<file path="src/rtl/fifo_drain_pkg.sv">
// rtl/fifo_drain_pkg.sv - shared state encoding and default sizes for the FIFO read-side engine
package fifo_drain_pkg;

   localparam int DEF_WIDTH     = 16;
   localparam int DEF_LEN_WIDTH = 8;

   typedef enum logic [1:0] {
      IDLE  = 2'd0,
      POP   = 2'd1,
      WAIT  = 2'd2,
      VALID = 2'd3
   } state_t;

endpackage

</file>
<file path="src/rtl/fifo_drain_pkt_counter.sv">
// rtl/fifo_drain_pkt_counter.sv - pkt_counter: per-packet word count, length latch and last-word flag
module pkt_counter
   import fifo_drain_pkg::*;
#(
   parameter int len_width = DEF_LEN_WIDTH
) (
   input  logic                 clk,
   input  logic                 rst,
   input  logic                 pop,
   input  logic                 hs,
   input  logic [len_width-1:0] pkt_len,
   output logic                 last
);

   logic [len_width-1:0] count;
   logic [len_width-1:0] len_q;
   logic                 first_word;

   assign first_word = (count == '0);
   assign last       = (len_q != '0) && (count == len_q - 1'b1);

   always_ff @(posedge clk or posedge rst) begin
      if (rst) begin
         count <= '0;
         len_q <= '0;
      end else begin
         if (pop && first_word) begin
            len_q <= pkt_len;
         end
         // Unframed words keep the count at 0 so a new length is picked up on the next pop.
         if (hs) begin
            if (last || (len_q == '0)) begin
               count <= '0;
            end else begin
               count <= count + 1'b1;
            end
         end
      end
   end

endmodule

</file>
<file path="src/rtl/fifo_drain.sv">
// rtl/fifo_drain.sv - FIFO read engine re-presenting words on a valid/ready stream; FIFO_DRAIN_PARITY_EN adds m_parity
module fifo_drain
   import fifo_drain_pkg::*;
#(
   parameter int width     = DEF_WIDTH,
   parameter int len_width = DEF_LEN_WIDTH
) (
   input  logic                 clk,
   input  logic                 rst,
   input  logic                 en,
   input  logic [len_width-1:0] pkt_len,
   input  logic                 fifo_empty,
   input  logic [width-1:0]     fifo_data,
   output logic                 re,
   output logic [width-1:0]     m_data,
   output logic                 m_valid,
   input  logic                 m_ready,
   output logic                 m_last,
`ifdef FIFO_DRAIN_PARITY_EN
   output logic                 m_parity,
`endif
   output logic                 busy
);

   state_t state_q;
   state_t state_d;
   logic   can_pop;
   logic   hs;

   assign can_pop = en && !fifo_empty;
   assign hs      = (state_q == VALID) && m_ready;

   always_ff @(posedge clk or posedge rst) begin
      if (rst) begin
         state_q <= IDLE;
      end else begin
         state_q <= state_d;
      end
   end

   always_comb begin
      state_d = state_q;
      case (state_q)
         IDLE:    if (can_pop) state_d = POP;
         POP:     state_d = WAIT;
         WAIT:    state_d = VALID;
         VALID: begin
            if (m_ready) begin
               state_d = can_pop ? POP : IDLE;
            end
         end
         default: state_d = IDLE;
      endcase
   end

   // Outputs decode the state register only, so nothing combinational reaches them from inputs.
   assign re      = (state_q == POP);
   assign m_valid = (state_q == VALID);
   assign busy    = (state_q != IDLE);

   // The FIFO drives the popped word during WAIT, one cycle after re.
   always_ff @(posedge clk or posedge rst) begin
      if (rst) begin
         m_data <= '0;
      end else if (state_q == WAIT) begin
         m_data <= fifo_data;
      end
   end

`ifdef FIFO_DRAIN_PARITY_EN
   always_ff @(posedge clk or posedge rst) begin
      if (rst) begin
         m_parity <= 1'b0;
      end else if (state_q == WAIT) begin
         m_parity <= ^fifo_data;
      end
   end
`endif

   pkt_counter #(
      .len_width (len_width)
   ) u_pkt_counter (
      .clk     (clk),
      .rst     (rst),
      .pop     (re),
      .hs      (hs),
      .pkt_len (pkt_len),
      .last    (m_last)
   );

endmodule

</file>
<file path="config.mk">
export PLATFORM = sky130hd
export DESIGN_NAME = fifo_drain
export DESIGN_NICKNAME = d
export VERILOG_FILES = /design/src/rtl/fifo_drain_pkg.sv /design/src/rtl/fifo_drain_pkt_counter.sv /design/src/rtl/fifo_drain.sv
export SDC_FILE = /design/constraint.sdc
export NUM_CORES = 1
export LEC_CHECK = 0
export CORE_ASPECT_RATIO = 0.75
export CORE_MARGIN = 2
export CORE_UTILIZATION = 35
export DETAILED_ROUTE_END_ITERATION = 7
export GPL_ROUTABILITY_DRIVEN = 0
export PLACE_DENSITY = 0.71
export SYNTH_ARGS = -nofsm -noshare
export SYNTH_HDL_FRONTEND = slang
export SYNTH_SLANG_ARGS = --single-unit
</file>
<file path="constraint.sdc">
create_clock -name clk -period 6.1 [get_ports clk]
set_input_delay 1.22 -clock clk [delete_from_list [all_inputs] [get_ports clk]]
set_output_delay 1.22 -clock clk [all_outputs]
set_load 0.01 [all_outputs]
</file>
==> reports/results.tsv <==
metric	value	unit
detail_routed_net_length_per_standard_cell	13.9	µm
number_of_enable_flip_flop_cells_after_synthesis	0	
post_drt_via_cell_ratio	5.04	
floorplan.initialDensity	0.365	
worst_setup_path_start_kind	register	
worstHoldStart	m_data[3]$_DFFE_PP0N_	
port_buffers	48	
cpPeakStageDelay	0.53	ns
setup_total_negative_slack	0	ns
worst_ep_arrival_time	2.79	ns
timing.rr.start	u_pkt_counter.len_q[0]$_DFFE_PP0P_	
clock_buffers_created_by_tritoncts	5	
grt_setup_unrepaired	false	
cp_top_family	simple AND/OR/NAND/NOR gates	
switching_share	0.338	
overflow	0	
cts_hold_repair.buffers	0	
timing.hold.worst_path_depth	1	
design.portCount	49	
drive_gt1_frac	0.178	
asyncSetResetFlopFracSynth	1.00	
criticalPathCategory	reg -> out	
clock_transition_at_path_regs	0.07	ns
worst_r2r_path_depth	7	
cts-root-buf	sky130_fd_sc_hd__clkbuf_8	
synth_compound_area_frac	0.103	
floorplan.die_area	5740	µm²
layout.filler_cells	454	
p_switching	0.395	mW
cellInternalPower	0.774	mW
via_count_of_the_first_global_routing_pass	1358	
post_synth_num_cell_types	36	
finalCriticalPeriod	4.01	ns
max_freq	249	MHz
chipWidth	86.8	µm
final-hold-violation-count	0	
post_synth_net_total	194	
detailedRoute.firstPassIterationCount	4	
floorplan.core_area	4930	µm²
hp-class	reg -> reg	
synth-adder-area-share	0.0556	
grt_first_pass_wirelength	6.44	mm
power_density	476	nW/µm²
timing.max_cap.violations	0	
worstSkewPairLatency	0.28	ns
remaining_design_rule_violation_count	0	
postSynthCellCount	157	
chipHeight	66.1	µm
diodes	0	
placed_cells_incl_taps	261	
power.share.clock	0.180	
combPwrFrac	0.464	
final-max-slew-violation-count	0	
num_vias	1352	
endpoint_kind	primary output	
worst-path-max-fanout	5	
drt-initial-drc-count	79	
crit_buf_inv	2	
grt_usage	0.144	
mostFrequentLayoutCell	sky130_fd_sc_hd__clkdlybuf4s50_1	
yosys.area_share.simple	0.131	
htree_num_levels	2	
post-cts-setup-buffers	0	
post_synth_xor_area_fraction	0.0584	
min_period_over_period	0.658	
totalWireLength	3.74	mm
path_cells	inv_1 -> ha_1 -> nor3b_1 -> and3_1 -> o2111ai_1 -> a211oi_2 -> and2_1 -> clkdlybuf4s50_1	
stdcell_count	268	
synth.avg_cell_area	11.5	µm²
final_antenna_net_count	0	
mostFrequentLayoutCells	sky130_fd_sc_hd__clkdlybuf4s50_1 (48), sky130_fd_sc_hd__dfrtp_1 (34), sky130_fd_sc_hd__mux2_2 (24)	
grt_max_degree	35	
min_delay_worst_endpoint	m_data[3]$_DFFE_PP0N_	
finalHoldWorstSlack	0.505	ns
status	completed	
worst_clock_skew	0.00253	ns
power.sequential.fraction	0.355	
r2r-end	u_pkt_counter.count[7]$_DFFE_PP0P_	
critPathRequiredTime	4.88	ns
setup_viol	0	
synth_seq_area_share	0.473	
antenna_violations_before_repair	0	
synth.cell_area	1800	µm²
cts.sinks	34	
dp_hpwl	2.68	mm
irDropWorstVdd	174	µV
yosysWarnings	0	
cts.repair.resized	0	
synth_mux_area_frac	0.150	
p_leak	1.03	nW
flow.area_growth_from_synthesis	36.5	%
yosys_most_used_dff	sky130_fd_sc_hd__dfrtp_1	
clock_tree.buffer_depth	2	
nNetsFinal	245	
worst_path_max_delay_cell	sky130_fd_sc_hd__clkdlybuf4s50_1	
cts_tree	yes	
seq_cells_post_synth	34	
row_count	22	
max-slew-margin-rel	0.537	
worstMarginPinSlew	0.695	ns
synth_top_family_by_area	multiplexers	
reg2reg_slack	3.87	ns
synthesized netlist by cell type (all sizes together), types with 2 or more instances:
library cell,number,area (µm²)
dfrtp,34,851
mux2,24,270
inv,9,33.8
xor2,9,78.8
a21oi,8,40.0
ha,8,100
nor2,8,30.0
nand4,5,31.3
clkbuf,4,15.0
nand2,4,15.0
nand3,4,20.0
o21ai,4,20.0
and2,3,18.8
nand2b,3,18.8
nor2b,3,18.8
nor3,3,15.0
xnor2,3,26.3
a211oi,2,32.5
a31oi,2,18.8
and3,2,12.5
o22ai,2,12.5
final cells by class:
cell class              instances  area (µm²)  share of cell area
flip-flops and latches         34         851               0.346
repair buffers                 49         488               0.199
well taps                      60        75.1              0.0306
clock inverters                 1        30.0              0.0122
inverters                       9        33.8              0.0138
clock buffers                   6        82.6              0.0336
multi-input cells             109         896               0.365
layer usage:
layer / global-route usage / up-vias / part of all wire
li1: - / 658 / -
met1: 0.209 / 654 / 0.52
met2: 0.208 / 38 / 0.42
met3: 0.0275 / 2 / 0.048
met4: 0.0586 / 0 / 0.0091
met5: 0 / - / 0
state kept, by name (all words and copies together) (netlist names):
register / flops
state_q: 2
u_pkt_counter.count: 8
m_data: 16
u_pkt_counter.len_q: 8
worst max path at each step:
stage,from,endpoint,slack [ns],cells after the start
2_1_floorplan,u_pkt_counter.len_q[0]$_DFFE_PP0P_,m_last,3.09,5
3_3_place_gp,u_pkt_counter.len_q[0]$_DFFE_PP0P_,m_last,2.49,6
3_5_place_dp,u_pkt_counter.len_q[0]$_DFFE_PP0P_,m_last,2.45,6
4_1_cts,u_pkt_counter.len_q[0]$_DFFE_PP0P_,m_last,2.12,8
5_1_grt,u_pkt_counter.len_q[0]$_DFFE_PP0P_,m_last,1.94,8
6_report,u_pkt_counter.len_q[0]$_DFFE_PP0P_,m_last,2.09,8
cell families (layout without fill, tap and decap cells):
kind of cell	after synthesis	count (layout)
DFF	34	34
buffers and inverters	14	65
and+or+nand+nor	41	41
adders and majority gates	8	8
AOI/OAI and AO/OA	24	24
muxes	24	24
xor gates and xnor gates	12	12
power by group through the flow:
stage / Sequential [mW] / Clock, mW / Combinational [mW]
global route: 0.431 / 0.226 / 0.604
detailed placement: 0.417 / 0 / 0.546
finish: 0.415 / 0.211 / 0.543
floorplan: 0.424 / 0 / 0.321
CTS: 0.414 / 0.218 / 0.549
global placement: 0.413 / 0 / 0.545
through the flow:
step / setup WS [ns] / power [mW] / util / instance area, µm²
after floorplan: 3.09 / 0.745 / - / 1800
after global placement: 2.49 / 0.958 / 0.476 / 2340
after CTS: 2.12 / 1.18 / 0.498 / 2460
after global routing: 1.94 / 1.26 / 0.498 / 2460
final: 2.09 / 1.17 / 0.498 / 2460
after detailed placement: 2.45 / 0.963 / 0.476 / 2340
Note: power is estimated with default switching activity, not from simulation.
==> variant, RTL diff (same settings) <==
The package constant `DEF_LEN_WIDTH` goes from 8 to 16.
--- a/src/rtl/fifo_drain_pkg.sv
+++ b/src/rtl/fifo_drain_pkg.sv
@@ -2,7 +2,7 @@
 package fifo_drain_pkg;
 
    localparam int DEF_WIDTH     = 16;
-   localparam int DEF_LEN_WIDTH = 8;
+   localparam int DEF_LEN_WIDTH = 16;
 
    typedef enum logic [1:0] {
       IDLE  = 2'd0,
Interface: changed (resized pkt_len); port bits go from 49 to 57. The function was not compared with the original's and may differ.
==> variant against the original RTL <==
- routed wire length rose by 78%
- sequential cell count grew 16
- maximum frequency shrank 2.7%
- global-route usage grew 0.44 points
- count of clock-buffer cells in the layout down 1
- cell area increased by 55%
- worst setup slack worse by 0.11 ns
- synthesized area is 69% higher
- power is 41% higher
- critical endpoint unchanged
- largest cell class unchanged
- largest power group unchanged
==> variant: results (changes against the original RTL) <==
Power
  – Static leakage: 1.47 nW (was 1.03 nW)
  – Switching Share: 37.3% (was 33.8%)

Cells and area
  – Multi-input comb cells: 203 (was 109)
  – Non-Filler Instances: 438 (was 268)
  – Plain + repair buffers: 57 (was 49)
  – Signal buf overhead: 14.9% (was 19.9%)
  – Top flop regs: m_data: 16 flops, u_pkt_counter.count: 16 flops, u_pkt_counter.len_q: 16 flops (was m_data: 16 flops, u_pkt_counter.count: 8 flops, u_pkt_counter.len_q: 8 flops)
  – Footprint of the multi-input gates: 1670 um2 (was 896 um2)
  – Final #Nets: 374 (was 245)
  – Layout inverter count without the clock tree: 12 (was 9)
  – Layout cell share with drive strength beyond 1: 20.6% (was 17.8%)
  – Fillers: 780 (was 454)
  – Sequential share of cell area: 32.8% (was 34.6%)
  – Clock buffers: 5 (was 6)
  – Clk cell area share: 3.90% (was 4.58%)

Clock network
  – Clock latency reported for the late side of the worst-skew pair: 0.30 ns (was 0.28 ns)
  – CTS Sinks: 50 (was 34)
  – Root buf cell: clkbuf_16 (was clkbuf_8)
  – H-tree Lvls: 2 (unchanged)

Global routing
  – Largest net degree at the start of global routing: 51 (was 35)
  – All-Layer GR Usage: 14.8% (was 14.4%)
  – Vias in the first global route: 2284 (was 1358)
  – First-pass GRT wire length: 11300 um (was 6440 um)

Yosys
  – Synth cell types: 59 (was 36)
  – Synth Area per Inst: 10.9 um2 (was 11.5 um2)
  – Syn Nets: 323 (was 194)
  – Sequential element share of the synthesized area: 41.2% (was 47.3%)
  – Commonest cells post-synth: dfrtp_1, mux2_2, nor2_1, xnor2_1 (was dfrtp_1, mux2_2, inv_1, xor2_1)

Run status
  – Run status: complete, no violations (unchanged)

Drt
  – DR pass1 iterations: 4 (unchanged)
  – Met2 routed WL: 2970 um (was 1570 um)
  – DRT Wirelength: 6630 um (was 3740 um)
  – DR iter-0 viols: 122 (was 79)
  – Vias/cell: 5.32 (was 5.04)
  – Met3 wire length: 306 um (was 179 um)
  – Met1 WL: 3290 um (was 1950 um)

Place
  – Hpwl dp: 4800 um (was 2680 um)
  – IO Port Bufs: 56 (was 48)
  – Placed cell count: 430 (was 261)

Setup path
  – Slowest CP cell: clkdlybuf4s50_1 (unchanged)
  – Cell family with most CP delay: simple AND/OR/NAND/NOR gates (unchanged)
  – Arr. time, crit path: 2.90 ns (was 2.79 ns)
  – CP max stage delay: 0.58 ns (was 0.53 ns)
  – CP Max Fanout: 6 (was 5)

STA
  – Slew margin rel.: 29.9% (was 53.7%)
variant: final timing paths:
check | startpoint | endpoint | slack [ns] | cells after the start
worst max-delay path | u_pkt_counter.len_q[0] | m_last | 1.98 | 9
worst min-delay path | m_data[11] | m_data[11] | 0.51 | 1
worst max register to register | state_q[0] | u_pkt_counter.count[14] | 3.52 | 7
worst min register to register | m_data[11] | m_data[11] | 0.51 | 1
max in group asynchronous | rst | u_pkt_counter.count[11] | 3.95 | 2
min in group asynchronous | rst | m_data[0] | 1.50 | 2
variant: layer usage:
layer | track usage, % | vias to the layer above
met5 | 0 | -
met4 | 3.70 | 0
met3 | 4.04 | 6
met2 | 22.2 | 49
met1 | 21.3 | 1158
li1 | - | 1116
variant: stage by stage:
stage | total power (W) | worst slack, ns | instance area (um2)
after floorplan | 0.00110 | 2.95 | 3040
after global placement | 0.00134 | 2.37 | 3670
after detailed placement | 0.00137 | 2.28 | 3670
after CTS | 0.00166 | 1.95 | 3820
after global routing | 0.00176 | 1.78 | 3820
final | 0.00165 | 1.98 | 3820
variant: power by group through the flow:
| stage | Clock [W] | Sequential, W | Combinational [W] |
|---|---|---|---|
| after detailed placement | 0 | 0.000616 | 0.000753 |
| after floorplan | 0 | 0.000601 | 0.000499 |
| after global placement | 0 | 0.000608 | 0.000736 |
| final | 0.000286 | 0.000611 | 0.000752 |
| after CTS | 0.000293 | 0.000613 | 0.000758 |
| after global routing | 0.000308 | 0.000635 | 0.000821 |
variant: logic make-up (layout without fill, tap and decap cells):
group | after synthesis | count (layout) | synth area share [%]
simple gates | 99 | 99 | 19.6
flops | 50 | 50 | 41.2
compound gates | 37 | 37 | 11.6
mux | 32 | 32 | 11.9
xor+xnor | 27 | 27 | 8.36
buf+inv | 25 | 77 | 4.12
fa+ha+maj | 8 | 8 | 3.29
